$ cat src/rtl/weight_index_pkg.sv
// Shared widths, CSR map and FSM state type for the weight index sequencer.
package weight_index_pkg;

    localparam int unsigned INDEX_W = 13;
    localparam int unsigned CNT_W   = 14;
    localparam int unsigned ADDR_W  = 2;
    localparam int unsigned DATA_W  = 32;

    localparam logic [ADDR_W-1:0] REG_BASE     = 2'd0;
    localparam logic [ADDR_W-1:0] REG_COUNT    = 2'd1;
    localparam logic [ADDR_W-1:0] REG_CTRL     = 2'd2;
    localparam logic [ADDR_W-1:0] REG_PROGRESS = 2'd3;

    // CTRL write bits; irq_en shares its position on read
    localparam int unsigned CTRL_START    = 0;
    localparam int unsigned CTRL_ABORT    = 1;
    localparam int unsigned CTRL_CLR_DONE = 2;
    localparam int unsigned CTRL_IRQ_EN   = 3;

    // CTRL read status bits
    localparam int unsigned STAT_BUSY = 0;
    localparam int unsigned STAT_DONE = 1;

    typedef enum logic {
        IDLE = 1'b0,
        RUN  = 1'b1
    } state_e;

endpackage

$ cat src/rtl/weight_index_sequencer.sv
// Avalon-MM programmable sweep of consecutive weight-memory indices,
// streamed over valid/ready with done status and level interrupt.
module weight_index_sequencer
    import weight_index_pkg::*;
(
    input  logic                clk,
    input  logic                reset,
    input  logic [ADDR_W-1:0]   address,
    input  logic                chipselect,
    input  logic                write_n,
    input  logic [DATA_W-1:0]   writedata,
    output logic [DATA_W-1:0]   readdata,
    output logic [INDEX_W-1:0]  idx_out,
    output logic                idx_valid,
    input  logic                idx_ready,
    output logic                idx_last,
    output logic                irq
);

    state_e              state_q, state_d;
    logic [INDEX_W-1:0]  base_q;
    logic [CNT_W-1:0]    count_q;
    logic                irq_en_q;
    logic [INDEX_W-1:0]  idx_q, idx_d;
    logic [CNT_W-1:0]    rem_q, rem_d;
    logic [CNT_W-1:0]    prog_q, prog_d;
    logic                done_q, done_d;

    logic wr, ctrl_wr, start, abort, accept, busy;
    logic unused_wd;

    assign wr        = chipselect & ~write_n;
    assign ctrl_wr   = wr & (address == REG_CTRL);
    assign start     = ctrl_wr & writedata[CTRL_START];
    assign abort     = ctrl_wr & writedata[CTRL_ABORT];
    assign busy      = (state_q == RUN);
    assign accept    = busy & idx_ready;
    assign unused_wd = ^writedata[DATA_W-1:CNT_W];

    // State and working counters
    always_ff @(posedge clk) begin
        if (reset) begin
            state_q <= IDLE;
            idx_q   <= '0;
            rem_q   <= '0;
            prog_q  <= '0;
            done_q  <= 1'b0;
        end else begin
            state_q <= state_d;
            idx_q   <= idx_d;
            rem_q   <= rem_d;
            prog_q  <= prog_d;
            done_q  <= done_d;
        end
    end

    // Next-state: clear-done is applied first so a same-write start can override it
    always_comb begin
        state_d = state_q;
        idx_d   = idx_q;
        rem_d   = rem_q;
        prog_d  = prog_q;
        done_d  = done_q;
        if (ctrl_wr && writedata[CTRL_CLR_DONE]) begin
            done_d = 1'b0;
        end
        case (state_q)
            IDLE: begin
                if (start) begin
                    prog_d = '0;
                    if (count_q != '0) begin
                        state_d = RUN;
                        idx_d   = base_q;
                        rem_d   = count_q;
                        done_d  = 1'b0;
                    end else begin
                        done_d  = 1'b1;
                    end
                end
            end
            RUN: begin
                if (accept) begin
                    idx_d  = idx_q + INDEX_W'(1);
                    rem_d  = rem_q - CNT_W'(1);
                    prog_d = prog_q + CNT_W'(1);
                end
                if (abort) begin
                    state_d = IDLE;
                end else if (accept && (rem_q == CNT_W'(1))) begin
                    state_d = IDLE;
                    done_d  = 1'b1;
                end
            end
        endcase
    end

    // Software-visible configuration; BASE/COUNT frozen while a sweep runs
    always_ff @(posedge clk) begin
        if (reset) begin
            base_q   <= '0;
            count_q  <= '0;
            irq_en_q <= 1'b0;
        end else begin
            if (wr && !busy && (address == REG_BASE)) begin
                base_q <= writedata[INDEX_W-1:0];
            end
            if (wr && !busy && (address == REG_COUNT)) begin
                count_q <= writedata[CNT_W-1:0];
            end
            if (ctrl_wr) begin
                irq_en_q <= writedata[CTRL_IRQ_EN];
            end
        end
    end

    // Zero wait-state CSR read mux
    always_comb begin
        readdata = '0;
        case (address)
            REG_BASE:     readdata = DATA_W'(base_q);
            REG_COUNT:    readdata = DATA_W'(count_q);
            REG_CTRL: begin
                readdata[STAT_BUSY]   = busy;
                readdata[STAT_DONE]   = done_q;
                readdata[CTRL_IRQ_EN] = irq_en_q;
            end
            REG_PROGRESS: readdata = DATA_W'(prog_q);
            default:      readdata = '0;
        endcase
    end

    assign idx_out   = idx_q;
    assign idx_valid = busy;
    assign idx_last  = busy & (rem_q == CNT_W'(1));
    assign irq       = done_q & irq_en_q;

endmodule

$ cat config.mk
export PLATFORM = sky130hd
export DESIGN_NAME = weight_index_sequencer
export DESIGN_NICKNAME = d
export VERILOG_FILES = /design/src/rtl/weight_index_pkg.sv /design/src/rtl/weight_index_sequencer.sv
export SDC_FILE = /design/constraint.sdc
export NUM_CORES = 1
export LEC_CHECK = 0
export CAP_MARGIN = 20
export CORE_AREA = 2 2 97 99
export DETAILED_ROUTE_END_ITERATION = 8
export DIE_AREA = 0 0 99 101
export PLACE_DENSITY = 0.76
export SKIP_CTS_REPAIR_TIMING = 1
export SLEW_MARGIN = 40
export SYNTH_ARGS = -nofsm -noshare
export SYNTH_HDL_FRONTEND = slang
export SYNTH_SLANG_ARGS = --single-unit
$ cat constraint.sdc
create_clock -name clk -period 1.75 [get_ports clk]
set_input_delay 0.175 -clock clk [delete_from_list [all_inputs] [get_ports clk]]
set_output_delay 0.175 -clock clk [all_outputs]
set_load 0.02 [all_outputs]
==> run_results.csv <==
group,metric,value,unit
critical_path,rrSetupSlack,-60,ps
pwr,intPower,2.53,mW
cts,cts_max_level,3,
pwr,power.density,630,nW/um^2
floorplanning,die_y,101,um
detailed_routing,drt_pass1_iterations,5,
min_path,hp-class,"input pin to flop",
synth,synth-edff-count,0,
timing,fmax,509,MHz
final_layout,diodes,0,
final_layout,syn_to_final_growth,35.9,%
synth,ys_ff_latch,71,
placed_design,globalplace.congestion,0.962,
timing,hold_ws,153,ps
synth,postSynthAreaPerCell,8.62,sq um
synth,synth_cell_types,67,
grt,grt_overflow,0,
pwr,clkPwrFrac,0.395,
min_path,hold_end,"prog_q[12]",
critical_path,cp_slowest_cell,"or4_4",
timing,maxSlewViolCount,0,
timing,setup_viol,3,
timing,period_minus_slack,1970,ps
critical_path,start_kind,"flop",
timing,finClkSkew,12.9,ps
detailed_routing,wl_per_cell,20.1,um
final_layout,fin_cells,704,
cts,path_clk_slew,80,ps
detailed_routing,drtAntennaViolNets,0,
pwr,p_leak,2.29,nW
placed_design,hpwlAfterDp,9760,um
grt,grt_pass1_vias,3948,
synth,ys_seq_area_frac,0.344,
floorplanning,initial_core_util,0.461,
critical_path,arrival,1790,ps
timing,fin_tns_setup,-279,ps
floorplanning,die_x,99,um
detailed_routing,vias_per_cell,6.31,
pwr,power.switching,1.01,mW
critical_path,crit_chain,"or4_4, nor4_4, and2_1, clkbuf_2",
run_status,status,"finished, violations left",
cts,cts_sinks,71,
final_layout,fin_nets,631,
cts,clock-root-buffer,"clkbuf_8",
cts,cts_max_path_buffers,2,
grt,grt_max_degree,59,
synth,netlist_area,4140,sq um
pwr,peakVddDrop,0.624,mV
cts,clock_latency,360,ps
synth,yosysWarnings,0,
synth,syn_inst,480,
critical_path,cp_top_family,"simple AND/OR/NAND/NOR gates",
detailed_routing,drc,0,
floorplanning,rows,35,
pwr,comb_power_share,0.139,
synth,synth_area_leaders,"dfxtp_1, mux2i_1, nor2_1, nand2_1, buf_4",
synth,synth_flop_cell,"dfxtp_1",
critical_path,path_class,"flop to output port",
synth,synth_common_cells,"dfxtp_1, nor2_1, mux2i_1",
timing,rsz0062_at_grt,"yes",
timing,timing.final.crit_share,1.12,
detailed_routing,vias,4443,
critical_path,r2r-start,"rem_q[5]",
floorplanning,ioPinCount,87,
cts,cts_tree,"built",
run,maxCapViolations,0,
detailed_routing,wirelength,14200,um
min_path,hold_depth,2,
final_layout,final_layout_size_suffix_gt1_frac,0.263,
grt,track_usage,0.265,
grt,grt_pass1_wl,20700,um
critical_path,ff2ff_path_depth,5,
synth,yosysMostFrequentCell,"dfxtp_1",
synth,yosysTopAreaCell,"dfxtp_1",
pwr,swShare,0.284,
floorplanning,core,8980,sq um
critical_path,crit_required,1570,ps
synth,synth-async-reset-ratio,0,
timing,finalHoldViolations,0,
pwr,power_frac_seq,0.466,
synth,synth_top_area_share,0.344,
grt,antenna_found_initial,0,
run_status,violations,"setup timing",
min_path,min_from,"reset",
placed_design,dp.cells,684,
detailed_routing,first_iter_violations,419,
critical_path,cp_num_buf_inv,1,
critical_path,cp-end-kind,"output port",
placed_design,port_buffers,50,
floorplanning,die_area,10000,sq um
cts,cts_buffers,9,
critical_path,slowest_delay,550,ps
timing,fin_ws,-216,ps
critical_path,r2r-end,"rem_q[9]",
critical_path,cp_max_fo,2,
==> layer usage <==
layer	up-vias	global-route usage	wire length [um]
met1	2119	0.347	5750
met4	0	0.107	601
li1	1999	-	-
met5	-	0	0
met2	278	0.431	6690
met3	47	0.0499	1140
==> final cells by class <==
| class | count | area [sq um] |
|---|---|---|
| fill | 724 | 3350 |
| multi-input combinational | 368 | 2620 |
| sequential | 71 | 1440 |
| timing repair buffer | 131 | 1190 |
| tap | 111 | 139 |
| clock buffer | 10 | 138 |
| clock inverter | 6 | 67.6 |
| inverter | 7 | 26.3 |
==> stage by stage <==
stage | worst slack [ps] | utilization | power [mW] | instance area [sq um]
floorplan | 1.66 | - | 1.95 | 4210
global placement | -301 | 0.578 | 2.13 | 5190
detailed placement | -381 | 0.578 | 2.14 | 5190
CTS | -775 | 0.601 | 3.50 | 5390
global route | -289 | 0.626 | 3.63 | 5620
finish | -216 | 0.626 | 3.54 | 5620
==> placed cells by master (no fill, tap or decap), types with 4 or more instances in the layout <==
master | netlist | final
o31a_1 | 4 | 4
nand2_1 | 40 | 40
clkdlybuf4s50_1 | 0 | 34
o31ai_1 | 15 | 13
dfxtp_2 | 0 | 6
clkbuf_8 | 0 | 10
clkbuf_2 | 0 | 7
a31oi_1 | 8 | 8
o32ai_1 | 6 | 6
nor4_2 | 0 | 4
conb_1 | 1 | 18
nor2_1 | 52 | 50
o311ai_2 | 0 | 6
buf_4 | 19 | 71
nand4_1 | 8 | 8
and2_1 | 6 | 6
o311ai_1 | 1 | 4
nor3_1 | 11 | 11
buf_12 | 0 | 6
dfxtp_1 | 71 | 63
nand3_1 | 15 | 15
o21ai_0 | 16 | 16
a21oi_1 | 21 | 21
and3_1 | 7 | 7
inv_1 | 6 | 6
mux2i_1 | 42 | 41
dlymetal6s2s_1 | 0 | 8
o311ai_0 | 13 | 4
a211oi_1 | 7 | 7
==> kinds of logic (layout without fill, tap and decap cells) <==
kind of cell / count (synthesis) / after routing / share of synthesized area
xor+xnor: 3 / 3 / 0.00635
buf+inv: 58 / 154 / 0.0786
fa+ha+maj: 4 / 4 / 0.0121
mux: 46 / 46 / 0.121
compound gates: 122 / 122 / 0.214
other cells: 1 / 18 / 0.000907
flops: 71 / 71 / 0.344
simple gates: 175 / 175 / 0.224
==> power by group through the flow <==
| stage | Sequential (mW) | Clock [mW] | Combinational, mW |
|---|---|---|---|
| global route | 1.65 | 1.47 | 0.511 |
| detailed placement | 1.69 | 0 | 0.450 |
| global placement | 1.69 | 0 | 0.440 |
| CTS | 1.65 | 1.40 | 0.454 |
| finish | 1.65 | 1.40 | 0.491 |
| floorplan | 1.68 | 0 | 0.271 |
==> state kept, by name, summed over array words and instances, names as in the netlist <==
name       count
count_q       14
prog_q        14
rem_q         14
base_q        13
idx_out       13
done_q         1
idx_valid      1
irq_en_q       1
==> how the worst max path moves through the flow <==
stage,startpoint,endpoint,slack (ps),cells after the start
detailed placement,rem_q[8],idx_last,-380,4
finish,rem_q[8],idx_last,-220,4
global route,rem_q[8],idx_last,-290,4
CTS,rem_q[8],idx_last,-770,4
global placement,address[1],readdata[13],-300,6
floorplan,idx_valid,rem_q[5],2,6
Power figures use the tool's default switching activity.
